===== src/rtl/i2s_dac_tx_pkg.sv =====
// Shared I2S definitions for the DAC transmit and ADC capture paths.
// Default sample/slot geometry and word-select encoding.
package i2s_dac_tx_pkg;

  localparam int unsigned I2S_WIDTH     = 24;
  localparam int unsigned I2S_SLOT_BITS = 32;

  typedef enum logic {
    WCLK_LEFT  = 1'b0,
    WCLK_RIGHT = 1'b1
  } wclk_e;

endpackage


===== src/rtl/i2s_bclk_gen.sv =====
// Bit-clock generator: divides dac_clk by BCLK_DIV (50% duty) and flags the
// cycle in which the bclk register falls so the caller can update in lockstep.
module i2s_bclk_gen #(
  parameter int unsigned BCLK_DIV = 4
) (
  input  logic dac_clk,
  input  logic dac_clk_rst,
  output logic i2s_bclk,
  output logic bclk_fall
);

  localparam int unsigned H  = BCLK_DIV / 2;
  localparam int unsigned DW = (H > 1) ? $clog2(H) : 1;

  logic [DW-1:0] div;
  logic          tick;

  assign tick      = (div == DW'(H - 1));
  // Registered outputs elsewhere update on this same edge as bclk goes 1->0.
  assign bclk_fall = tick && i2s_bclk;

  always_ff @(posedge dac_clk) begin
    if (dac_clk_rst) begin
      div      <= '0;
      i2s_bclk <= 1'b0;
    end else if (tick) begin
      div      <= '0;
      i2s_bclk <= ~i2s_bclk;
    end else begin
      div      <= div + DW'(1);
    end
  end

endmodule


===== src/rtl/i2s_dac_tx.sv =====
// I2S master transmitter: holding register with valid/ready intake, frame
// position counter and MSB-first stereo shift register driving one data line.
module i2s_dac_tx
  import i2s_dac_tx_pkg::*;
#(
  parameter int unsigned _WIDTH    = I2S_WIDTH,
  parameter int unsigned SLOT_BITS = I2S_SLOT_BITS,
  parameter int unsigned BCLK_DIV  = 4
) (
  input  logic              dac_clk,
  input  logic              dac_clk_rst,
  input  logic [_WIDTH-1:0] in_dataL,
  input  logic [_WIDTH-1:0] in_dataR,
  input  logic              in_valid,
  output logic              in_ready,
  output logic              i2s_bclk,
  output logic              i2s_wclk,
  output logic              i2s_dout,
  output logic              frame_start,
  output logic              underrun
);

  localparam int unsigned FRAME_BITS = 2 * SLOT_BITS;
  localparam int unsigned PW         = $clog2(FRAME_BITS);
  localparam logic [PW-1:0] P_LAST   = PW'(FRAME_BITS - 1);
  localparam logic [PW-1:0] P_SLOT   = PW'(SLOT_BITS);
  localparam logic [PW-1:0] P_L_LSB  = PW'(_WIDTH);
  localparam logic [PW-1:0] P_R_MSB  = PW'(SLOT_BITS + 1);
  localparam logic [PW-1:0] P_R_LSB  = PW'(SLOT_BITS + _WIDTH);

  logic                  fall;
  logic [PW-1:0]         p;
  logic [PW-1:0]         p_nxt;
  logic                  hold_full;
  logic                  hold_full_nxt;
  logic [2*_WIDTH-1:0]   hold;
  logic [2*_WIDTH-1:0]   shreg;
  logic                  accept;
  logic                  load;
  logic                  data_slot;
  wclk_e                 wclk_q;

  i2s_bclk_gen #(
    .BCLK_DIV (BCLK_DIV)
  ) u_bclk_gen (
    .dac_clk     (dac_clk),
    .dac_clk_rst (dac_clk_rst),
    .i2s_bclk    (i2s_bclk),
    .bclk_fall   (fall)
  );

  assign i2s_wclk = wclk_q;

  always_comb begin
    accept        = in_valid && in_ready;
    load          = fall && (p == '0);
    // Load looks at the pre-accept holding state; a same-cycle accept refills it.
    hold_full_nxt = hold_full;
    if (load)   hold_full_nxt = 1'b0;
    if (accept) hold_full_nxt = 1'b1;
    data_slot     = ((p != '0) && (p <= P_L_LSB)) || ((p >= P_R_MSB) && (p <= P_R_LSB));
    p_nxt         = (p == P_LAST) ? '0 : p + PW'(1);
  end

  always_ff @(posedge dac_clk) begin
    if (dac_clk_rst) begin
      p           <= '0;
      hold        <= '0;
      hold_full   <= 1'b0;
      in_ready    <= 1'b0;
      shreg       <= '0;
      wclk_q      <= WCLK_LEFT;
      i2s_dout    <= 1'b0;
      frame_start <= 1'b0;
      underrun    <= 1'b0;
    end else begin
      frame_start <= 1'b0;
      underrun    <= 1'b0;
      hold_full   <= hold_full_nxt;
      in_ready    <= ~hold_full_nxt;
      if (accept) hold <= {in_dataL, in_dataR};
      if (fall) begin
        p        <= p_nxt;
        wclk_q   <= (p >= P_SLOT) ? WCLK_RIGHT : WCLK_LEFT;
        i2s_dout <= data_slot ? shreg[2*_WIDTH-1] : 1'b0;
        if (load) begin
          shreg       <= hold_full ? hold : '0;
          frame_start <= 1'b1;
          underrun    <= ~hold_full;
        end else if (data_slot) begin
          shreg       <= {shreg[2*_WIDTH-2:0], 1'b0};
        end
      end
    end
  end

endmodule

===== config.mk =====
export PLATFORM = sky130hd
export DESIGN_NAME = i2s_dac_tx
export DESIGN_NICKNAME = d
export VERILOG_FILES = /design/src/rtl/i2s_dac_tx_pkg.sv /design/src/rtl/i2s_bclk_gen.sv /design/src/rtl/i2s_dac_tx.sv
export SDC_FILE = /design/constraint.sdc
export NUM_CORES = 1
export LEC_CHECK = 0
export ABC_CLOCK_PERIOD_IN_PS = 2050
export BUFFER_PORTS_ARGS = -buffer_cell sky130_fd_sc_hd__buf_4
export CAP_MARGIN = 20
export CELL_PAD_IN_SITES_DETAIL_PLACEMENT = 1
export CELL_PAD_IN_SITES_GLOBAL_PLACEMENT = 1
export CORE_MARGIN = 5
export CORE_UTILIZATION = 45
export CTS_BUF_LIST = sky130_fd_sc_hd__clkbuf_2
export DETAILED_ROUTE_END_ITERATION = 8
export GPL_TIMING_DRIVEN = 0
export PLACE_DENSITY = 0.84
export SLEW_MARGIN = 20
export SYNTH_ARGS = -nofsm -noshare
export SYNTH_HDL_FRONTEND = slang
export SYNTH_SLANG_ARGS = --single-unit

===== constraint.sdc =====
create_clock -name dac_clk -period 2.05 [get_ports dac_clk]
set_input_delay 0.1025 -clock dac_clk [delete_from_list [all_inputs] [get_ports dac_clk]]
set_output_delay 0.1025 -clock dac_clk [all_outputs]
set_load 0.005 [all_outputs]

# --- Yosys cells after proc, flatten, opt, wreduce, memory -nomap -nowiden ---
# Cells that the tools add are included.
classes:
  addsub: 2
  order_cmp: 4
  n_eq_ne: 1
  n_mux: 9
  n_bitwise: 5
  n_reduce_logical: 13
ops:
  columns: ["operator", "count"]
  rows:
  - ["48-bit two-way mux", 3]
  - ["6-bit greater-or-equal comparator (second input constant)", 2]
  - ["6-bit by 1-bit adder with 6-bit output (second input constant)", 1]
  - ["6-bit == test (second input constant)", 1]
  - ["6-bit by 5-bit less-or-equal comparator with 1-bit output (second input constant)", 1]
  - ["6-bit less-or-equal comparator (second input constant)", 1]
  - ["6-bit zero test", 1]
  - ["6-bit two-way mux", 1]
  - ["6-bit nonzero test", 1]
  - ["1-bit logical AND", 5]
  - ["1-bit two-way mux", 5]
  - ["1-bit NOT", 5]
  - ["2-bit OR reduction", 2]
  - ["3-bit OR reduction", 1]
  - ["2-bit AND reduction", 1]
  - ["2-bit nonzero test", 1]
  - ["1-bit adder (second input constant)", 1]
  - ["1-bit logical OR", 1]
totals:
  reg_bits: 110
  inputBits: 51

# --- Longest topological paths before layout ---
# Gate-level depths: netlist (run 1).
depth:
  ltp_word: 5
  mapped_depth: 9

# --- Cells and area by module ---
# From an unflattened synthesis (run 1), not the netlist that was laid out.
unflattened:
  hier_cells: 556
  area_unflattened_um2: 4672.0
modules_own_cells:
  columns: ["mod", "n_inst", "cells_each", "area_per_inst_um2", "seq_area_each_um2"]
  rows:
  - ["i2s_dac_tx", 1, 550, 4608.2, 2162.1]
  - ["i2s_bclk_gen", 1, 6, 63.8, 40.0]

# --- Worst setup path before layout (run 1) ---
# OpenSTA, ideal clock, no wires.
synth_path:
  path_kind: "register to register"
  start: "register p[0]"
  end: "register shreg[25]"
  setup_time_ns: 0.089
  arrival_ns: 1.547
  required_ns: 1.961
  path_slack_ns: 0.415
  path_stages_with_launch: 8
  synth_period_minus_slack_ns: 1.635
  cell_sequence: "dfxtp_1 > inv_1 > ha_1 > nand4b_1 > o2111a_2 > clkbuf_1 > nor2_1 > a311oi_2"
synth_between:
  elab_chain_len: 5
  word_cells_on_any_way: 12
synth_lines:
  columns: ["item", "line", "text"]
  rows:
  - ["start, declared", "i2s_dac_tx.sv:32", "logic [PW-1:0] p;"]
  - ["start signal, assigned", "i2s_dac_tx.sv:83", "p <= p_nxt;"]
  - ["6-bit by 5-bit less-or-equal comparator with 1-bit output (tied with other cells)", "i2s_dac_tx.sv:61", "data_slot = ((p != '0) && (p <= P_L_LSB)) || ((p >= P_R_MSB) && (p <= P_R_LSB));"]
  - ["1-bit logical AND", "i2s_dac_tx.sv:61", null]
  - ["1-bit logical OR", "i2s_dac_tx.sv:61", null]
  - ["2-bit nonzero test (no line)", null, null]
  - ["2-bit AND reduction (no line)", null, null]
  - ["end signal, assigned", "i2s_dac_tx.sv:87", "shreg <= hold_full ? hold : '0;"]
  - ["end signal, assigned", "i2s_dac_tx.sv:91", "shreg <= {shreg[2*_WIDTH-2:0], 1'b0};"]
  - ["end, declared", "i2s_dac_tx.sv:37", "logic [2*_WIDTH-1:0] shreg;"]
# Parallel ways exist; a longest one is shown, timed or not.
# A chain may end at the register's enable or synchronous reset.

# --- Worst setup path in the final report (run 1) ---
layout_path:
  start: "register p[1]"
  end: "register shreg[42]"
# Same word-level chain as after synthesis.

==> results summary, run 1 <==
The run finished with clean final reports. Counting instances, the worst hold path has a depth of 5. The met3 demand-to-capacity share in global routing is approximately 3.2%.

After synthesis, the most frequently instantiated cells are sky130_fd_sc_hd__nand2_1, sky130_fd_sc_hd__dfxtp_1, sky130_fd_sc_hd__nor2_1. The post-route clock period utilization came out at between 90% and 100%. The global-route wire length before repair is 22700 um. The analysis attributes to cell leakage a power of between 1.5 and 2 nW. The endpoint kind of the worst setup timing path is a register.

The clock net in this run drives a total of 110 sinks. The overall power is 3.97 mW. The number of placement rows is 37.

The die is between 100 and 150 um tall. The beginning of the critical path is p[1]. TritonCTS built the clock tree. The async set-reset flop share out of synthesis came out at 0%. The initial antenna violation count came out at 1. The worst setup path is launched from a register. Based on the critical path, the design can be clocked at up to 515 MHz. The number of iterations in the first detailed-routing pass is 4. The number of clock buffers added by TritonCTS is 9.

Across the routed clock network, the largest skew measured is between 20 and 25 ps. The global routing usage summed across all routing layers is between 20% and 30%. In this run the power density over the cells is 677 mW/mm^2. The fraction of final layout cells sized beyond drive strength 1 is approximately a fifth. The startpoint of the lowest-slack register-to-register path is p[1]. The max-slew violation total from the final report came out at 0. The number of nets in the finished design is 731. The mean instance size in the synthesized netlist came out at slightly above 8 sq um. The destination of the worst register-to-register timing path is shreg[42]. Measured against its own limit, the worst slew margin works out to 50.7%.

The last weighted congestion value of the routability-driven placer came out at ~0.80. The depth of the worst register-to-register path is 9. The maximum number of pins on one net before global-route repair is 19. The dominant cell type by area after synthesis is sky130_fd_sc_hd__dfxtp_1. The count of endpoints failing hold in the final timing report is 0. The residual antenna-violating net count after detailed routing came out at 0.

The number of DRC markers in iteration 0 came out at 184. The design area came out at roughly 0.0059 sq mm. The I/O pin count came out at between 50 and 60. The wire length per cell after detailed routing is 16.4 um. The register-to-register setup slack is 110 ps. The hold path startpoint is in_valid. The mapped netlist covers ~0.0047 sq mm. The number of H-tree branching levels came out at 3. The half-perimeter wire length of the detailed placement result came out at a little under 9000 um.

The core footprint is roughly 0.010 sq mm. The cell area after placement came out at ~0.0052 sq mm. The routed wire length came out at between 10000 and 15000 um. The number of distinct library cells after synthesis came out at 32.

Across the run, the number of max-cap violations was 0. The worst-margin pin slew came out at ~740 ps. The arrival time at the worst endpoint is ~2500 ps. The final-report setup violation count is 0. The worst supply voltage drop on vdd is 0.315 mV. The min-delay analysis places its worst path in the category input port to register. Final hold analysis gives a worst-case slack of between 90 and 100 ps. The worst hold path terminates at hold[2].

The master cell of the clock root buffer is sky130_fd_sc_hd__clkbuf_2. The clock latency on the worst-skew pair came out at roughly 600 ps. The share of Yosys cell area claimed by the top area cell type is a little under half. The met2 demand-to-capacity share in global routing came out at around 40%.

During placement, the flow inserted port buffers numbering 56. The highest net fanout along the worst path is 10. The gate count after technology mapping is 560. The floorplan step defined a die boundary enclosing approximately 0.012 sq mm. The most used flip-flop cell after synthesis is sky130_fd_sc_hd__dfxtp_1. The longest clock path from root to sink contains 2 buffers. The time the final worst path needs with I/O delays and setup is about 1900 ps. Yosys mapped a number of flops with a built-in enable equal to 0. The post-synthesis sequential area ratio came out at a little under half. The critical path start-end classification is register to register.

The total of warnings raised by yosys is 0. The effective utilization at floorplan came out at 45.5%. Setup repair after global routing could not meet its margin everywhere. In this run the most used layer during global routing was met2. The most common cell in the synthesized netlist is sky130_fd_sc_hd__nand2_1. The per-cell via count in the routed design came out at ~5.3. The floorplan step set the die width to 112 um.

By area the synthesized netlist is led by sky130_fd_sc_hd__dfxtp_1, sky130_fd_sc_hd__nand2_1, sky130_fd_sc_hd__a311oi_2. The number of global-route vias before repair came to between 4000 and 5000. The final routed DRC violation total came out at 0. The area growth from synthesis to layout is 26.0%. The data required time of the worst path is roughly 2600 ps.

The register bit count reported by yosys came out at 110. The count of vias placed by the detailed router came out at about 4400. The global routing usage on met1 came out at between 20% and 30%. The number of nets handed over by synthesis was 615. The leftover overflow at the end of global routing is 0. After clock tree synthesis, the clock-pin slew on the worst setup and hold paths is about 310 ps.
## logic make-up after synthesis
| logic type | count (synthesis) | synth area share (%) |
|---|---|---|
| flip-flops | 110 | 47.3 |
| AND/OR/NAND/NOR | 278 | 25.8 |
| XOR/XNOR | 4 | 0.752 |
| AO/OA/AOI/OAI | 109 | 18.8 |
| adder cells (fa/ha/maj) | 4 | 1.07 |
| buffers and inverters | 55 | 6.21 |
## cell type report
type	instances	area (sq um)
diodes	1	2.50
plain buffers	52	284
clock buffers	9	45.0
clock inverters	7	73.8
fillers	1259	4360
inverters	3	11.3
multi-input cells	395	2170
flip-flops and latches	110	2200
well taps	136	170
repair buffers	105	911
## placed cells by master (no fill, tap or decap), types with 2 or more instances in the layout
cell type	Yosys	final
sky130_fd_sc_hd__a311oi_2	20	20
sky130_fd_sc_hd__ha_1	4	4
sky130_fd_sc_hd__inv_1	3	3
sky130_fd_sc_hd__xor2_1	3	3
sky130_fd_sc_hd__buf_2	12	12
sky130_fd_sc_hd__nor3_2	2	2
sky130_fd_sc_hd__dfxtp_1	110	108
sky130_fd_sc_hd__nor3_1	4	4
sky130_fd_sc_hd__clkinvlp_4	0	3
sky130_fd_sc_hd__dfxtp_2	0	2
sky130_fd_sc_hd__and2_1	4	4
sky130_fd_sc_hd__buf_4	4	60
sky130_fd_sc_hd__clkbuf_1	28	26
sky130_fd_sc_hd__nand3_1	38	38
sky130_fd_sc_hd__nor2_1	56	56
sky130_fd_sc_hd__nand2_1	157	157
sky130_fd_sc_hd__nand3b_1	2	2
sky130_fd_sc_hd__a311oi_1	28	28
sky130_fd_sc_hd__dlygate4sd3_1	0	49
sky130_fd_sc_hd__a21oi_1	55	55
sky130_fd_sc_hd__buf_6	7	7
sky130_fd_sc_hd__clkbuf_2	0	11
sky130_fd_sc_hd__nand3_2	10	10
## per-stage QoR
step                setup slack, ps  TNS (ps)  std cells  util (%)
finish                          110         0        818      57.4
global route                  -1.23     -1.23        818      57.4
CTS                            26.7         0        817      57.3
detailed placement             79.1         0        752      51.3
global placement                151         0        752      51.3
floorplan                       415         0        560         -
## repair_timing
action | in CTS | in global routing
buffers inserted | 0 | 0
endpoints found under the hold margin | 49 | 0
setup endpoints to repair | 1 | 42
resized for setup | 1 | 7
hold buffers | 49 | 0
## per-layer routing
| layer | vias up | share of wire [%] |
|---|---|---|
| met5 | - | 0 |
| met4 | 0 | 1.2 |
| met3 | 14 | 2.4 |
| met2 | 57 | 53 |
| met1 | 2155 | 44 |
| li1 | 2149 | - |
## worst max-delay path, cell delays in order (launching register included)
cell                       delay [ps]
sky130_fd_sc_hd__dfxtp_2          410
sky130_fd_sc_hd__inv_1            100
sky130_fd_sc_hd__ha_1             180
sky130_fd_sc_hd__inv_1             40
sky130_fd_sc_hd__o21ai_1          190
sky130_fd_sc_hd__o2111a_2         290
sky130_fd_sc_hd__buf_6            170
sky130_fd_sc_hd__buf_4            180
sky130_fd_sc_hd__nor2_1            50
sky130_fd_sc_hd__a311oi_1         250
## how the worst max path moves through the flow
stage | to | cells after the start
floorplan | shreg[25] | 7
global placement | shreg[46] | 8
detailed placement | shreg[31] | 8
CTS | shreg[30] | 8
global route | shreg[42] | 9
finish | shreg[42] | 9
## sequential cells by signal (all words and copies together) (netlist names)
| name | flops |
|---|---|
| frame_start | 1 |
| hold | 48 |
| hold_full | 1 |
| i2s_dout | 1 |
| i2s_wclk | 1 |
| in_ready | 1 |
| p | 6 |
| shreg | 48 |
| u_bclk_gen.div | 1 |
| u_bclk_gen.i2s_bclk | 1 |
| underrun | 1 |
## power breakdown
part	switching, mW	internal, mW	leakage [nW]	total (mW)
clock	0.758	0.283	0.0622	1.04
combinational	0.337	0.276	1.03	0.613
sequential	0.0631	2.26	0.896	2.32
total	1.16	2.81	1.99	3.97
Note: power is estimated with default switching activity, not from simulation.
==> run 2, diff against run 1 <==
GPL_TIMING_DRIVEN = default   (was 0)
==> run 2 against run 1 <==
Net effect:
- routed wire length fell by 2.9%
- worst hold slack improved by 44 ps
- critical endpoint is now shreg[19]
- largest power group unchanged
- highest routed layer unchanged
- sequential share of layout area is 0.42 points higher
- critical path type unchanged
- utilization shrank 0.60 points
==> results summary, run 2 (synthesis gave the netlist of run 1 again) <==
Across the VDD grid, the largest voltage drop is just over 0.3 mV. The maximum buffer depth of the clock tree came out at 2. The overall power is roughly 4 mW. The maximum number of pins on one net before global-route repair came out at 69. Once layout is done, the placed cells without fillers occupy 0.00581 sq mm.

At the pin with the least slew margin, the transition time is between 500 and 600 ps. The internal power consumption came out at ~2.8 mW. The hold path startpoint is in_valid. The leakage power summed over all cells came out at between 1.5 and 2 nW. The cell sitting at the root of the clock tree is a sky130_fd_sc_hd__clkbuf_2. The largest registers in the layout are hold x48, shreg x48, p x6. The count of vias placed by the detailed router came out at approximately 4200.

The global-route wire length before repair came out at 22000 um. The last weighted congestion value of the routability-driven placer is roughly 0.78. The worst setup path is of the register to register kind.

The later pin in the worst-skew pair is clocked with a latency of approximately 550 ps. Setup repair after global routing could not meet its margin everywhere. Leaving out fill and tap cells, the most frequent cell in the layout is sky130_fd_sc_hd__nand2_1. Clock-pin slew was measured on the worst setup and hold paths at ~290 ps.

For this design, the sink count on the clock tree is 110. The routed wire length is 13000 um. The floorplan die width came out at ~110 um. The share of total power in the clock network is between 20 and 30%.

In this run the critical register-to-register path is captured at shreg[19]. The die area is 0.0125 sq mm. The arrival time at the worst endpoint is roughly 2400 ps. The flow ran to the end, and the final reports show no timing, DRC or antenna violations.

The cell count of the worst hold path is 4. The number of global-route vias before repair came out at approximately 4500. The number of diodes added for antenna fixing is 0. For this design the total switching power over the nets is 1.09 mW.

Data on the critical path is required at its endpoint by about 2500 ps. Dividing total power by cell area gives a power density of 672 mW/mm^2. The residual antenna-violating net count after detailed routing is 0. The worst hold path terminates at hold[31].

The H-tree generated during clock tree synthesis spans 3 levels. STA classifies the critical path endpoint as a register. Once the floorplan was initialized, standard cells occupied 45.5% of the core. The depth of the worst register-to-register path is 8. The CTS buffer count is 9. Setup violations remaining at the end of the flow were counted as 0. The max-slew violation total from the final report is 0. The final worst clock skew came out at 33.7 ps. The final routed DRC violation total is 0. In this run the worst path has a maximum fanout of a little under 70. The cell area after placement came out at 0.00513 sq mm. The wire length per cell after detailed routing came out at roughly 17 um. The top cell types in the final layout, fill and taps aside, are sky130_fd_sc_hd__nand2_1, sky130_fd_sc_hd__dfxtp_1, sky130_fd_sc_hd__buf_4. The half-perimeter wire length of the detailed placement result is about 7400 um. The time the final worst path needs with I/O delays and setup came out at 1980 ps.

The relative contribution of combinational cells to total power is between 15 and 20%. The TritonCTS clock tree is built. The area growth from synthesis to layout is 24.7%. 57 I/O pins were placed.

The number of max-capacitance violations reported came out at 0. The number of iterations in the first detailed-routing pass came out at 5. Excluding fillers, the count of instances in the completed layout stands at 782. The cell total after placement is ~710. The per-cell via count in the routed design is about 5.4. The startpoint identified for the worst register-to-register timing path is p[0]. The die extent in y is between 100 and 150 um.

Cells fill 56.8% of the core in the end. The class of the tightest hold or removal check is input port to register. The initial antenna violation count came out at 0. The post-route clock period utilization came out at 96.5%.

The worst hold slack came out at approximately 140 ps. The count of endpoints failing hold in the final timing report came out at 0. The fraction of final layout cells sized beyond drive strength 1 came out at about a fifth. The core footprint is about 0.01 sq mm. At the end of the flow, the number of nets in the layout was between 600 and 700. The global routing usage summed across all routing layers came out at approximately a fifth. Of the total power, the share spent switching nets is approximately 28%. The register-to-register setup slack came out at about 72 ps. Headroom to the max-slew limit came out at between 60% and 70%. Summed over all layers, the global routing overflow is 0. The floorplan has 37 rows. Input and output buffers added on the ports amount to 56. The worst setup path is launched from a register.

Timing would allow up to roughly 510 MHz. The number of DRC markers in iteration 0 came out at about 210. The share of power burned in registers came out at between 50 and 60%.
[run 2: cell types whose count changed in the layout (fill, tap and decap cells not counted), sizes merged]
| cell | delta |
|---|---|
| clkbuf | -28 |
| diode | -1 |
| buf | -12 |
| dlygate4sd3 | +6 |
| clkinvlp | -3 |
| clkinv | +2 |
[run 2: area by class of cell]
type / count / area [sq um]
Clock buffer: 10 / 50.0
Sequential cell: 110 / 2210
Fill cell: 1190 / 4420
Clock inverter: 6 / 61.3
Inverter: 3 / 11.3
Tap cell: 136 / 170
Multi-Input combinational cell: 395 / 2190
Timing Repair Buffer: 122 / 1120
[run 2: through the flow]
| step | TNS (ps) | worst slack, ps |
|---|---|---|
| 5_1_grt | -176 | -45.9 |
| 3_5_place_dp | 0 | 151 |
| 3_3_place_gp | 0 | 263 |
| 2_1_floorplan | 0 | 415 |
| 4_1_cts | 0 | 58.5 |
| 6_report | 0 | 72.4 |
[run 2: worst max path at each step]
stage | cells past startpoint | from | end | slack (ps)
global route | 8 | p[0] | shreg[19] | -50
CTS | 8 | p[0] | shreg[19] | 60
global placement | 6 | p[2] | in_ready | 260
floorplan | 7 | p[0] | shreg[25] | 410
detailed placement | 8 | p[0] | shreg[19] | 150
finish | 8 | p[0] | shreg[19] | 70
[run 2: worst max-delay path: stages (launching register included)]
cell and delay (ps):
sky130_fd_sc_hd__dfxtp_2 420, sky130_fd_sc_hd__inv_1 90, sky130_fd_sc_hd__ha_1 170, sky130_fd_sc_hd__inv_1 50
sky130_fd_sc_hd__o21ai_1 190, sky130_fd_sc_hd__o2111a_2 270, sky130_fd_sc_hd__buf_12 290, sky130_fd_sc_hd__nor2_1 100
sky130_fd_sc_hd__a311oi_2 280
[run 2: timing repair]
| item | CTS | global route |
|---|---|---|
| resized for setup | 0 | 5 |
| hold endpoints to repair | 54 | 0 |
| setup buffers | 0 | 0 |
| setup endpoints to repair | 0 | 26 |
| hold buffers | 55 | 0 |
[run 2: power by group through the flow]
| stage | clock, mW | sequential [mW] | combinational, mW |
|---|---|---|---|
| 2_1_floorplan | 0 | 2.34 | 0.341 |
| 3_3_place_gp | 0 | 2.36 | 0.472 |
| 3_5_place_dp | 0 | 2.36 | 0.500 |
| 4_1_cts | 1.01 | 2.33 | 0.584 |
| 5_1_grt | 1.11 | 2.34 | 0.656 |
| 6_report | 0.982 | 2.33 | 0.594 |
[run 2: layer usage]
layer	wire length [um]	GRT usage, %
met1	5380	24.6
met2	6950	39.5
met3	424	3.80
met4	250	6.24
met5	0	0
